`config.mk`:
```
export PLATFORM = sky130hd
export DESIGN_NAME = spi_slave_pico
export DESIGN_NICKNAME = d
export VERILOG_FILES = /design/src/rtl/spi_pico_pkg.sv /design/src/rtl/spi_sync_edge.sv /design/src/rtl/spi_slave_pico.sv
export SDC_FILE = /design/constraint.sdc
export NUM_CORES = 1
export LEC_CHECK = 0
export BUFFER_PORTS_ARGS = -buffer_cell sky130_fd_sc_hd__buf_2
export CAP_MARGIN = 30
export CORE_MARGIN = 1.5
export CORE_UTILIZATION = 41
export DETAILED_ROUTE_END_ITERATION = 8
export PLACE_DENSITY_LB_ADDON = 0.08
export SLEW_MARGIN = 0
export SYNTH_ARGS = -nofsm -noshare
export SYNTH_HDL_FRONTEND = slang
export SYNTH_SLANG_ARGS = --single-unit
export TNS_END_PERCENT = 20
```
`constraint.sdc`:
```
create_clock -name clk -period 1.8 [get_ports clk]
set_input_delay 0.18 -clock clk [delete_from_list [all_inputs] [get_ports clk]]
set_output_delay 0.18 -clock clk [all_outputs]
set_load 0.02 [all_outputs]
```
`src/rtl/spi_pico_pkg.sv`:
```
// Shared definitions for the PicoRV32-bus SPI slave: register offsets,
// status bit positions and the chip-select state encoding.
package spi_pico_pkg;
  localparam logic [31:0] DATA_OFS = 32'd0;
  localparam logic [31:0] STAT_OFS = 32'd4;

  localparam int ST_RXV = 0;
  localparam int ST_TXF = 1;
  localparam int ST_OVR = 2;

  typedef enum logic {IDLE, ACTIVE} spi_slv_state_t;
endpackage

```
`src/rtl/spi_sync_edge.sv`:
```
// Two-flop synchroniser for an asynchronous pin, plus one delay stage that
// turns the synchronised level into single-cycle rise/fall strobes.
module spi_sync_edge #(
  parameter logic RESET_VAL = 1'b0
) (
  input  logic clk,
  input  logic rst_n,
  input  logic din,
  output logic level,
  output logic rise,
  output logic fall
);
  logic meta;
  logic sync;
  logic prev;

  always_ff @(posedge clk or negedge rst_n) begin
    if (!rst_n) begin
      meta <= RESET_VAL;
      sync <= RESET_VAL;
      prev <= RESET_VAL;
    end else begin
      meta <= din;
      sync <= meta;
      prev <= sync;
    end
  end

  assign level = sync;
  assign rise  = sync & ~prev;
  assign fall  = ~sync & prev;
endmodule

```
`src/rtl/spi_slave_pico.sv`:
```
// Mode-0 SPI slave with a memory-mapped data/status register pair on the
// PicoRV32 native bus. All SPI pins are oversampled in the clk domain.
module spi_slave_pico
  import spi_pico_pkg::*;
#(
  parameter logic [31:0] ADDR      = 32'hcaca_bec0,
  parameter logic [7:0]  IDLE_BYTE = 8'hFF
) (
  input  logic        clk,
  input  logic        resetn,
  input  logic [31:0] addr,
  input  logic [7:0]  wdata,
  input  logic        wen,
  input  logic        mem_valid,
  output logic        mem_port_ready,
  output logic [7:0]  rdata,
  output logic        rx_int,
  input  logic        SPI_Clk,
  input  logic        SPI_CS_n,
  input  logic        SPI_MOSI,
  output logic        SPI_MISO,
  output logic        SPI_MISO_oe
);
  logic sck_s, sck_rise, sck_fall;
  logic cs_s, cs_rise, cs_fall;
  logic mosi_s, mosi_rise, mosi_fall;

  spi_sync_edge #(.RESET_VAL(1'b0)) u_sck (
    .clk(clk), .rst_n(resetn), .din(SPI_Clk),
    .level(sck_s), .rise(sck_rise), .fall(sck_fall));
  spi_sync_edge #(.RESET_VAL(1'b1)) u_cs (
    .clk(clk), .rst_n(resetn), .din(SPI_CS_n),
    .level(cs_s), .rise(cs_rise), .fall(cs_fall));
  spi_sync_edge #(.RESET_VAL(1'b0)) u_mosi (
    .clk(clk), .rst_n(resetn), .din(SPI_MOSI),
    .level(mosi_s), .rise(mosi_rise), .fall(mosi_fall));

  // Only edges of SCK/CS and the level of MOSI drive the datapath.
  logic unused_sync;
  assign unused_sync = &{1'b0, sck_s, cs_s, mosi_rise, mosi_fall};

  spi_slv_state_t state, state_next;

  always_ff @(posedge clk or negedge resetn) begin
    if (!resetn) state <= IDLE;
    else         state <= state_next;
  end

  always_comb begin
    state_next = state;
    case (state)
      IDLE:    if (cs_fall) state_next = ACTIVE;
      ACTIVE:  if (cs_rise) state_next = IDLE;
      default: state_next = IDLE;
    endcase
  end

  logic [2:0] bit_cnt;
  logic [7:0] rx_shift, rx_data, tx_shift, tx_buf, status;
  logic       rx_valid, tx_full, overrun;
  logic       active, bit_in, byte_done, tx_load;
  logic       sel_data, sel_stat, req, wr_data, rd_data, wr_stat;

  assign active    = (state == ACTIVE);
  assign bit_in    = active && sck_rise;
  assign byte_done = bit_in && (bit_cnt == 3'd7);
  assign tx_load   = cs_fall || byte_done;

  assign sel_data = (addr == ADDR + DATA_OFS);
  assign sel_stat = (addr == ADDR + STAT_OFS);
  assign req      = mem_valid && (sel_data || sel_stat) && !mem_port_ready;
  assign wr_data  = req && wen && sel_data;
  assign rd_data  = req && !wen && sel_data;
  assign wr_stat  = req && wen && sel_stat;

  always_comb begin
    status         = 8'h00;
    status[ST_RXV] = rx_valid;
    status[ST_TXF] = tx_full;
    status[ST_OVR] = overrun;
  end

  always_ff @(posedge clk or negedge resetn) begin
    if (!resetn) begin
      mem_port_ready <= 1'b0;
      rdata          <= 8'h00;
    end else begin
      mem_port_ready <= req;
      if (req && !wen) rdata <= sel_data ? rx_data : status;
    end
  end

  // A TX write coinciding with a reload lands in the buffer after the reload
  // consumed the old contents, so it survives for the next byte.
  always_ff @(posedge clk or negedge resetn) begin
    if (!resetn) begin
      bit_cnt  <= 3'd0;
      rx_shift <= 8'h00;
      rx_data  <= 8'h00;
      rx_valid <= 1'b0;
      overrun  <= 1'b0;
      tx_shift <= IDLE_BYTE;
      tx_buf   <= 8'h00;
      tx_full  <= 1'b0;
    end else begin
      if (cs_fall || cs_rise) bit_cnt <= 3'd0;
      else if (bit_in)        bit_cnt <= bit_cnt + 3'd1;

      if (bit_in) rx_shift <= {rx_shift[6:0], mosi_s};
      if (byte_done) rx_data <= {rx_shift[6:0], mosi_s};

      if (byte_done)    rx_valid <= 1'b1;
      else if (rd_data) rx_valid <= 1'b0;

      if (byte_done && rx_valid && !rd_data) overrun <= 1'b1;
      else if (wr_stat && wdata[ST_OVR])     overrun <= 1'b0;

      if (tx_load)
        tx_shift <= tx_full ? tx_buf : IDLE_BYTE;
      else if (active && sck_fall && (bit_cnt != 3'd0))
        tx_shift <= {tx_shift[6:0], 1'b0};

      if (wr_data)      tx_full <= 1'b1;
      else if (tx_load) tx_full <= 1'b0;
      if (wr_data) tx_buf <= wdata;
    end
  end

  assign rx_int      = rx_valid;
  assign SPI_MISO    = tx_shift[7];
  assign SPI_MISO_oe = active;
endmodule

```
# [Word level (Yosys, flattened, before mapping)]
# Index checks and enable logic that the tools add are counted.
[word_totals] output_inout_bits=12 register_bits=55 in_bits=47 elab_cells=73
[classes] bitwise=9 n_addsub=1 mux=15 eq_ne=3 n_reduce_logical=26
[ops] op="== test 32 bit (second input constant)" n=2
[ops] op="2-to-1 mux 8 bit" n=4
[ops] op="logical AND 1 bit" n=14
[ops] op="nonzero test 2 bit" n=5
[ops] op="2-to-1 mux 1 bit" n=8
[ops] op="2-to-1 mux 3 bit" n=2
[ops] op="NOT 1 bit" n=5
[ops] op="bitwise AND 1 bit" n=4
[ops] op="adder 3 x 1 -> 3 bit (second input constant)" n=1
[ops] op="== test 3 bit (second input constant)" n=1
[ops] op="zero test 1 bit" n=3
[ops] op="logical OR 1 bit" n=3
[ops] op="nonzero test 3 bit" n=1
[ops] op="one-hot mux 1 bit (2 select lines)" n=1

# [Logic depth before layout (Yosys ltp)]
# Gate-level depths: netlist of run 1.
[logic_depth] word_depth=9 depth_mapped=8 mapped_depth_nobuf=6

# [Hierarchy]
# Synthesis of run 1 repeated with hierarchy kept, for this count alone.
[hier_totals] cells_unflattened=171 area_unflattened_um2=2414.8
[by_module_without_submodules] mod="spi_slave_pico" cells_per_inst=156 seq_area_each_um2=1186.1 instances=1 area_per_inst_um2=2140.8
[by_module_without_submodules] mod="spi_sync_edge (u_mosi ...)" cells_per_inst=5 seq_area_each_um2=75.1 instances=2 area_per_inst_um2=90.1
[by_module_without_submodules] mod="spi_sync_edge (u_cs)" cells_per_inst=5 seq_area_each_um2=78.8 instances=1 area_per_inst_um2=93.8

# [Worst setup path before layout of run 1]
# Ideal clock, no wire load.
[synth_timing] path_type="register to register" start="register mem_port_ready" end="register tx_buf[0]" setup_slack_ns=-0.137 n_path_buf=0 setup_ns=0.125 path_stages_with_launch=5 t_required_ns=1.675 period_less_slack_ns=1.937 arrival_time_ns=1.812 cell_sequence="dfrtp_1 > nor4b_2 > nand4_2 > nor4_4 > mux2_2"
[synth_via] elab_chain_len=4
[synth_rtl] item="start, declared" line="spi_slave_pico.sv:15" text="output logic mem_port_ready,"
[synth_rtl] item="start signal, assigned" line="spi_slave_pico.sv:88" text="mem_port_ready <= req;"
[synth_rtl] item="zero test 1 bit" line="spi_slave_pico.sv:71" text="assign req = mem_valid && (sel_data || sel_stat) && !mem_port_ready;"
[synth_rtl] item="logical AND 1 bit" line="spi_slave_pico.sv:71"
[synth_rtl] item="logical AND 1 bit (2 in series)" line="spi_slave_pico.sv:72" text="assign wr_data = req && wen && sel_data;"
[synth_rtl] item="end signal, assigned" line="spi_slave_pico.sv:125" text="if (wr_data) tx_buf <= wdata;"
[synth_rtl] item="end, declared" line="spi_slave_pico.sv:59" text="logic [7:0] rx_shift, rx_data, tx_shift, tx_buf, status;"
# No other way between the ends.
# A chain may end at the register's enable or synchronous reset.

# [Final worst setup path of run 1]
[layout_timing] start="register mem_port_ready" end="register tx_buf[5]"
# The elaborated chain is that of the path after synthesis.

==> results.toml, run 1 <==
[yosys]
postSynthAreaPerCell_um2 = 14.1
fraction_of_the_mapped_netlist_area_in_compound_gates_pct = 2.86
multiplexer_area_fraction_after_synthesis_pct = 19.6
count_of_state_elements_after_synthesis = 55
synth_area_in_simple_gates_pct = 15.2
yosysUniqueCellTypes = 33
yosys_warnings = 0
synthArstFlopShare_pct = 100
synth_top_family_by_area = "multiplexers"
synth-adder-area-share_pct = 2.60
syn-cell-area_um2 = 2410
ys.flop_type = "sky130_fd_sc_hd__dfrtp_1"
syn-instance-count = 171
mappedNetlistNets = 223
synth_seq_area_share_pct = 57.7
synth_top_cell_by_area = "sky130_fd_sc_hd__dfrtp_1"
netlist_top_cells_area = "sky130_fd_sc_hd__dfrtp_1 46%, sky130_fd_sc_hd__mux2_2 16%, sky130_fd_sc_hd__dfstp_2 12%"
synth_top_cell_area_share_pct = 45.7
synth-xor-area-share_pct = 0.364
synth-edff-count = 0

[placement]
placed_cells = 306
placement.cell_area_um2 = 2880
port_buffers = 58
finalWeightedCongestion = 0.721
dp_hpwl_um = 3230

[routing]
dr.max_layer_used = "met4"
ant_nets = 0
detailroute.wirelength.met2_um = 2210
via_per_inst = 4.96
drt-met1-wl_um = 1810
routed-via-count = 1577
drt-initial-drc-count = 43
detail_route.wirelength_um = 4250
met3_wirelength_um = 191
detail_route.first_pass.iterations = 4
drc_errors = 0
drt-wirelength-per-cell_um = 13.4

[grt]
grt_pass1_wl_um = 7400
grt_antenna_before_repair = 0
number_of_global_route_vias_before_repair = 1705
gr-usage-all-layers_pct = 15.2
grt.overflow.total = 0
grt_max_degree = 32

[timing]
skew_ns = 0.00944
hold_viol_final = 0
finalCritPeriodShare_pct = 94.9
fin_crit_ns = 1.71
number_of_pins_with_negative_max_slew_slack_in_the_final_report = 0
tightest_slew_margin_relative_to_the_limit_pct = 62.0
timing.fmax_mhz = 585
rsz0062_at_grt = "no"
worst_pin_slew_ns = 0.570
timing.setup.tns_ns = 0
setup_violations = 0

[clock_tree]
clock_latency_ns = 0.30
clock-root-buffer = "sky130_fd_sc_hd__clkbuf_8"
path_clk_slew_ns = 0.09
cts-htree-levels = 2
cts-root-to-sink-buffers = 2
tritoncts.num_buffers = 5
tritoncts = "done"
clock-sinks = 55

[finish]
synthToLayoutAreaGrowth_pct = 24.8
post_route_cells_drive_above_1_share_pct = 53.7
final_cells = 318
diodes = 0
fill_cells = 494
finalCoreUtilization_pct = 53.9
layout.nets = 297
design_area_um2 = 3000

[setup_path]
worst_endpoint_required_time_ns = 1.98
end_kind = "flop"
crit_path_max_fanout = 9
timing.setup.critical_path_class = "reg2reg"
critical_path_arrival_ns = 1.89
startpoint_class_of_the_critical_path = "flop"

[die]
die_x_um = 79.6
core_area_um2 = 5570
floorplan.io_pins = 59
die_y_um = 79.6
floorplan.die_area_um2 = 6340
start_util_pct = 43.2
row_count = 27

[pwr]
leakagePower_nw = 1.47
post-layout-total-power_mw = 2.29
worst_ir_drop_vdd_mv = 0.442
p_per_area_nw_per_um2 = 763

[min_path]
min_path_type = "in2reg"

[flow_run]
max_cap_viol_count = 0

[status]
outcome = "finished clean"
registers in the layout (all words and copies together) (netlist names), 3 cells and up:
register,cells
bit_cnt,3
rdata,8
rx_data,8
rx_shift,7
tx_buf,8
tx_shift,8
critical path: stages, from the launching register on:
cell                      delay (ns)
sky130_fd_sc_hd__dfrtp_2        0.43
sky130_fd_sc_hd__nor4b_4        0.28
sky130_fd_sc_hd__nand4_4        0.17
sky130_fd_sc_hd__nor4_4         0.16
sky130_fd_sc_hd__buf_4          0.21
sky130_fd_sc_hd__mux2_2         0.35
where the power goes:
group	switching, mW	internal, mW
Combinational	0.108	0.145
Sequential	0.0712	1.34
Clock	0.358	0.274
Total	0.537	1.75
through the flow:
stage	hold WS [ns]	setup slack (ns)
2_1_floorplan	-0.116	-0.0421
3_3_place_gp	0.197	0.0305
3_5_place_dp	0.204	-0.0118
4_1_cts	0.101	0.00515
5_1_grt	0.103	0.00841
6_report	0.116	0.0910
layer usage:
layer,up-vias,track usage [%]
met5,-,0
met4,0,5.09
met3,5,3.66
met2,30,27.4
met1,785,17.4
li1,757,-
synth_stat cells, types with 2 or more instances:
| cell | number |
|---|---|
| sky130_fd_sc_hd__a21oi_1 | 8 |
| sky130_fd_sc_hd__nor4_4 | 2 |
| sky130_fd_sc_hd__dfstp_2 | 11 |
| sky130_fd_sc_hd__ha_1 | 5 |
| sky130_fd_sc_hd__mux2i_1 | 9 |
| sky130_fd_sc_hd__inv_1 | 5 |
| sky130_fd_sc_hd__and4bb_2 | 2 |
| sky130_fd_sc_hd__nand4_2 | 2 |
| sky130_fd_sc_hd__nand3b_1 | 3 |
| sky130_fd_sc_hd__clkbuf_1 | 5 |
| sky130_fd_sc_hd__nand2_1 | 4 |
| sky130_fd_sc_hd__nor3b_1 | 7 |
| sky130_fd_sc_hd__nor4_1 | 2 |
| sky130_fd_sc_hd__nor2b_1 | 11 |
| sky130_fd_sc_hd__mux2_2 | 34 |
| sky130_fd_sc_hd__dfrtp_1 | 44 |
area by class of cell:
class                           instances  area, um^2  area share, %
Inverter                                5        18.8          0.625
Multi-Input combinational cell        106        1000           33.4
Clock buffer                            7        76.3           2.54
Sequential cell                        55        1390           46.3
Timing Repair Buffer                   72         418           13.9
Tap cell                               72        90.1           3.00
Clock inverter                          1        5.00          0.167
cells in the final DEF (no fill, tap or decap), drive strengths merged, types with 3 or more instances in the layout:
cell | netlist | final
buf | 0 | 68
dfrtp | 44 | 44
inv | 5 | 5
dlygate4sd3 | 0 | 4
dfstp | 11 | 11
ha | 5 | 5
nor4 | 5 | 5
clkbuf | 5 | 7
a21oi | 8 | 8
nand2 | 4 | 4
nand3b | 3 | 3
mux2 | 34 | 34
nor2b | 11 | 11
nor3b | 7 | 7
mux2i | 9 | 9
worst paths after layout:
check / from / to / slack [ns] / depth (start not counted)
setup / recovery: mem_port_ready / tx_buf[5] / 0.09 / 5
hold / removal: mem_valid / mem_port_ready / 0.12 / 3
setup reg to reg: mem_port_ready / tx_buf[5] / 0.09 / 5
hold reg to reg: u_sck.meta / u_sck.level / 0.36 / 0
max in group asynchronous: resetn / tx_shift[7] / 0.75 / 3
min in group asynchronous: resetn / rx_shift[6] / 0.42 / 2
cell families (layout without fill, tap and decap cells):
family / after synthesis / in the layout
AND/OR/NAND/NOR: 45 / 45
buffers and inverters: 10 / 85
XOR/XNOR: 1 / 1
AO/OA/AOI/OAI: 12 / 12
flip-flops: 55 / 55
multiplexers: 43 / 43
adder cells (fa/ha/maj): 5 / 5
what timing repair did:
item | 4_1_cts | 5_1_grt
hold buffers | 4 | 0
endpoints found under the setup margin | 0 | 18
buffers inserted | 0 | 0
endpoints found under the hold margin | 24 | 0
resized for setup | 0 | 1
(Power assumes the default switching activity.)
==> run 2: changes to the inputs <==
==> constraint.sdc (replaced) <==
create_clock -name clk -period 2.2 [get_ports clk]
set_input_delay 0.22 -clock clk [delete_from_list [all_inputs] [get_ports clk]]
set_output_delay 0.22 -clock clk [all_outputs]
set_load 0.02 [all_outputs]
==> run 2 against run 1 <==
  * Flip-flop and latch count stayed put
  * Register-to-register slack gained 0.21 ns
  * Critical path depth down 1
  * Core utilization is 1.1 points lower
  * Wire length fell by 2.5%
  * Critical path type unchanged
  * Combinational power fell by 23%
  * Clock power fell by 6.0%
  * Hold slack lost 0.090 ns
  * Power is 16% lower
  * Final cell count is 1.9% lower
  * Non-clock buffer count fell by 6
  * First-iteration DRC count up 4.7%
==> results.toml, run 2 (synthesis results as in run 1) <==
[setup_path]
crit-reg2reg-launch = "mem_port_ready"
timing.setup.critical_path_class = "reg2reg"
setup.reg_to_reg.worst_slack_ns = 0.30
startpoint_class_of_the_critical_path = "flop"
worst_setup_path_start = "mem_port_ready"
end_kind = "flop"
critical_path_arrival_ns = 2.09
reg2reg_to = "rdata[1]"
worst_endpoint_required_time_ns = 2.39
worst_r2r_path_depth = 4
crit_path_max_fanout = 8

[finish]
diodes = 0
finalCoreUtilization_pct = 52.7
synthToLayoutAreaGrowth_pct = 22.1
layout.nets = 291
post_route_cells_drive_above_1_share_pct = 52.9
final_common_cell = "sky130_fd_sc_hd__buf_2"
fill_cells = 501
most-common-layout-cells = "58 x sky130_fd_sc_hd__buf_2, 44 x sky130_fd_sc_hd__dfrtp_1, 34 x sky130_fd_sc_hd__mux2_2"

[timing]
hold_viol_final = 0
number_of_pins_with_negative_max_slew_slack_in_the_final_report = 0
rsz0062_at_grt = "no"
finalCritPeriodShare_pct = 86.4
worst_pin_slew_ns = 0.674
skew_ns = 0.00513
timing.setup.tns_ns = 0
timing.fmax_mhz = 526
tightest_slew_margin_relative_to_the_limit_pct = 55.0
hold_slack_ns = 0.0260
fin_crit_ns = 1.90
setup_violations = 0

[clock_tree]
clock-sinks = 55
cts.hold.buffers_added = 1
cts_setup_buffers = 0
tritoncts = "done"
clock-root-buffer = "sky130_fd_sc_hd__clkbuf_8"
path_clk_slew_ns = 0.09
tritoncts.num_buffers = 5
cts-root-to-sink-buffers = 2
cells_resized_by_post_cts_repair = 0
cts-htree-levels = 2
clock_latency_ns = 0.30

[routing]
drc_errors = 0
drt-wirelength-per-cell_um = 13.3
detail_route.wirelength_um = 4140
drt-initial-drc-count = 45
detail_route.first_pass.iterations = 3
ant_nets = 0
via_per_inst = 4.86
routed-via-count = 1515

[pwr]
worst_ir_drop_vdd_mv = 0.379
p_per_area_nw_per_um2 = 658
leakagePower_nw = 1.44

[grt]
grt_antenna_before_repair = 0
number_of_global_route_vias_before_repair = 1622
grt_max_degree = 56
grt.overflow.total = 0
grt_pass1_wl_um = 6950
gr-usage-all-layers_pct = 14.1

[die]
start_util_pct = 43.2
die_x_um = 79.6
die_y_um = 79.6
row_count = 27
floorplan.die_area_um2 = 6340
floorplan.io_pins = 59
core_area_um2 = 5570

[status]
outcome = "finished clean"

[flow_run]
max_cap_viol_count = 0

[placement]
dp_hpwl_um = 3030
finalWeightedCongestion = 0.716
port_buffers = 58

[min_path]
min_path_type = "in2async"
-- run 2: critical path, cell delays in order (launching register included) --
cell	delay, ns
sky130_fd_sc_hd__dfrtp_1	0.40
sky130_fd_sc_hd__nor4b_2	0.28
sky130_fd_sc_hd__nand4_2	0.25
sky130_fd_sc_hd__nor4_4	0.46
sky130_fd_sc_hd__mux2_2	0.40
-- run 2: how the worst max path moves through the flow --
stage,end,slack [ns]
floorplan,tx_buf[0],0.26
global placement,rdata[3],0.25
detailed placement,rdata[7],0.20
CTS,rdata[1],0.26
global route,rdata[1],0.16
finish,rdata[1],0.30
-- run 2: through the flow --
| step | cells | setup WS (ns) | instance area (um^2) | power [mW] |
|---|---|---|---|---|
| floorplan | 171 | 0.263 | 2410 | 1.26 |
| global placement | 301 | 0.250 | 2810 | 1.35 |
| detailed placement | 301 | 0.196 | 2810 | 1.36 |
| CTS | 310 | 0.264 | 2920 | 1.97 |
| global route | 312 | 0.159 | 2940 | 2.04 |
| finish | 312 | 0.299 | 2940 | 1.94 |
-- run 2: routing by layer --
| metal | vias up | GRT usage, % | wire length (um) |
|---|---|---|---|
| li1 | 748 | - | - |
| met4 | 0 | 5.26 | 61 |
| met3 | 6 | 3.77 | 200 |
| met5 | - | 0 | 0 |
| met1 | 733 | 15.7 | 1780 |
| met2 | 28 | 25.7 | 2100 |
-- run 2: area by class of cell --
class                      count  area [um^2]  share of cell area, %
sequential                    55         1390                   47.3
multi-input combinational    106          980                   33.3
timing repair buffer          66          358                   12.2
clock buffer                   7         96.3                   3.28
tap                           72         90.1                   3.06
inverter                       5         18.8                  0.638
clock inverter                 1         7.51                  0.255
-- run 2: where the power goes --
group | internal (mW) | switching [mW]
clock network | 0.287 | 0.308
registers | 1.09 | 0.0531
logic | 0.113 | 0.0827
==> run 3: changes to the inputs <==
--- a/config.mk
+++ b/config.mk
@@ -9,8 +9,10 @@
 export CAP_MARGIN = 30
 export CORE_MARGIN = 1.5
 export CORE_UTILIZATION = 41
+export CTS_BUF_LIST = sky130_fd_sc_hd__clkbuf_8
 export DETAILED_ROUTE_END_ITERATION = 8
 export PLACE_DENSITY_LB_ADDON = 0.08
+export RECOVER_POWER = 100
 export SLEW_MARGIN = 0
 export SYNTH_ARGS = -nofsm -noshare
 export SYNTH_HDL_FRONTEND = slang
==> run 3 against run 2 <==
  * Die area unchanged
  * Flip-flop and latch count unchanged
  * Largest cell class unchanged
  * Cell area decreased by 0.89%
  * Wire length decreased by 0.58%
  * Highest routed layer unchanged
  * Register-to-register slack got worse by 0.06 ns
  * Core utilization decreased by 0.47 points
  * Worst setup slack got worse by 0.063 ns
  * Clock skew about the same
==> results.toml, run 3 (synthesis results as in run 1) <==
[timing]
worst_pin_slew_ns = 1.31
fin_crit_ns = 1.96
timing.setup.tns_ns = 0
hold_viol_final = 0
setup_violations = 0
rsz0062_at_grt = "no"
number_of_pins_with_negative_max_slew_slack_in_the_final_report = 0
skew_ns = 0.00526
timing.fmax_mhz = 509
tightest_slew_margin_relative_to_the_limit_pct = 13.0
finalCritPeriodShare_pct = 89.3
final.setup.worst_slack_ns = 0.236

[finish]
most-common-layout-cells = "46 x sky130_fd_sc_hd__buf_2, 44 x sky130_fd_sc_hd__dfrtp_1, 34 x sky130_fd_sc_hd__mux2_2"
post_route_cells_drive_above_1_share_pct = 47.1
combined_area_of_the_multi_input_logic_cells_um2 = 973
fill_cells = 508
final_common_cell = "sky130_fd_sc_hd__buf_2"
diodes = 0
synthToLayoutAreaGrowth_pct = 21.0
layout.nets = 291
layout.area.seq_um2 = 1390
finalCoreUtilization_pct = 52.3

[die]
row_count = 27
die_y_um = 79.6
die_x_um = 79.6
floorplan.die_area_um2 = 6340
floorplan.io_pins = 59
start_util_pct = 43.2
core_area_um2 = 5570

[pwr]
leakagePower_nw = 1.38
p_per_area_nw_per_um2 = 664
worst_ir_drop_vdd_mv = 0.379
post-layout-total-power_mw = 1.93

[placement]
dpl_worst_slack_ns = 0.196
port_buffers = 58
finalWeightedCongestion = 0.716
dp_hpwl_um = 3030

[clock_tree]
clock-root-buffer = "sky130_fd_sc_hd__clkbuf_8"
cells_resized_by_post_cts_repair = 0
path_clk_slew_ns = 0.09
tritoncts.num_buffers = 5
tritoncts = "done"
clock-sinks = 55
clock_latency_ns = 0.30
cts-root-to-sink-buffers = 2
cts-htree-levels = 2
cts_setup_buffers = 0

[setup_path]
setup.reg_to_reg.worst_slack_ns = 0.24
startpoint_class_of_the_critical_path = "flop"
crit_path_max_fanout = 8
timing.setup.critical_path_class = "reg2reg"
worst_endpoint_required_time_ns = 2.39
critical_path_arrival_ns = 2.15
end_kind = "flop"

[routing]
detail_route.first_pass.iterations = 3
drt-wirelength-per-cell_um = 13.2
via_per_inst = 4.85
ant_nets = 0
drt-initial-drc-count = 35
detail_route.wirelength_um = 4120
drc_errors = 0
routed-via-count = 1512

[grt]
grt_max_degree = 56
grt_antenna_before_repair = 0
grt.overflow.total = 0
gr-usage-all-layers_pct = 14.1
grt_pass1_wl_um = 6950
number_of_global_route_vias_before_repair = 1622

[flow_run]
max_cap_viol_count = 0

[status]
outcome = "finished clean"

[min_path]
min_path_type = "in2reg"
==> run 3: cell count changes in the layout (fill, tap and decap cells not counted) <==
cell and delta:
sky130_fd_sc_hd__buf_2 -12, sky130_fd_sc_hd__clkbuf_1 +12, sky130_fd_sc_hd__buf_4 -2, sky130_fd_sc_hd__clkbuf_2 +2
sky130_fd_sc_hd__and2_0 +1, sky130_fd_sc_hd__and2_1 -1, sky130_fd_sc_hd__dfstp_1 +1, sky130_fd_sc_hd__dfstp_2 -1
sky130_fd_sc_hd__nand4_1 +1, sky130_fd_sc_hd__nand4_2 -1
==> run 3: timing repair <==
| item | in CTS | in global routing |
|---|---|---|
| endpoints found under the setup margin | 0 | 0 |
| endpoints found under the hold margin | 1 | 2 |
| hold buffers | 1 | 2 |
==> run 3: final timing paths <==
kind                                 from        endpoint  cells after the start
setup / recovery           mem_port_ready        rdata[1]                      4
hold / removal                  mem_valid  mem_port_ready                      3
max in group asynchronous          resetn  mem_port_ready                      2
setup reg to reg           mem_port_ready        rdata[1]                      4
min in group asynchronous          resetn      rx_data[7]                      2
hold reg to reg                u_sck.meta     u_sck.level                      0
==> run 3: worst max-delay path, stage by stage (launching register included) <==
cell                      delay (ns)
sky130_fd_sc_hd__dfrtp_1        0.40
sky130_fd_sc_hd__nor4b_2        0.25
sky130_fd_sc_hd__nand4_1        0.31
sky130_fd_sc_hd__nor4_4         0.50
sky130_fd_sc_hd__mux2_2         0.40
==> run 3: stage by stage <==
stage | instance area [um^2] | std cells | hold WS, ns
2_1_floorplan | 2410 | 171 | -0.0756
3_3_place_gp | 2810 | 301 | 0.325
3_5_place_dp | 2810 | 301 | 0.327
4_1_cts | 2920 | 310 | 0.00219
5_1_grt | 2910 | 312 | 0.138
6_report | 2910 | 312 | 0.141
==> run 3: where the power goes <==
group	internal (mW)	switching [mW]
logic	0.111	0.0821
clock network	0.287	0.308
registers	1.09	0.0532
total	1.49	0.444
==> run 3: layer usage <==
| layer | GRT usage, % | share of wire [%] |
|---|---|---|
| met1 | 15.7 | 43 |
| met2 | 25.7 | 50 |
| met3 | 3.77 | 4.5 |
| met4 | 5.26 | 1.5 |
| met5 | 0 | 0 |
==> run 3: final cells by class <==
| cell class | instances | share of cell area (%) |
|---|---|---|
| Clock buffer | 7 | 3.31 |
| Clock inverter | 1 | 0.258 |
| Inverter | 5 | 0.644 |
| Multi-Input combinational cell | 106 | 33.4 |
| Sequential cell | 55 | 47.7 |
| Tap cell | 72 | 3.09 |
| Timing Repair Buffer | 66 | 11.6 |
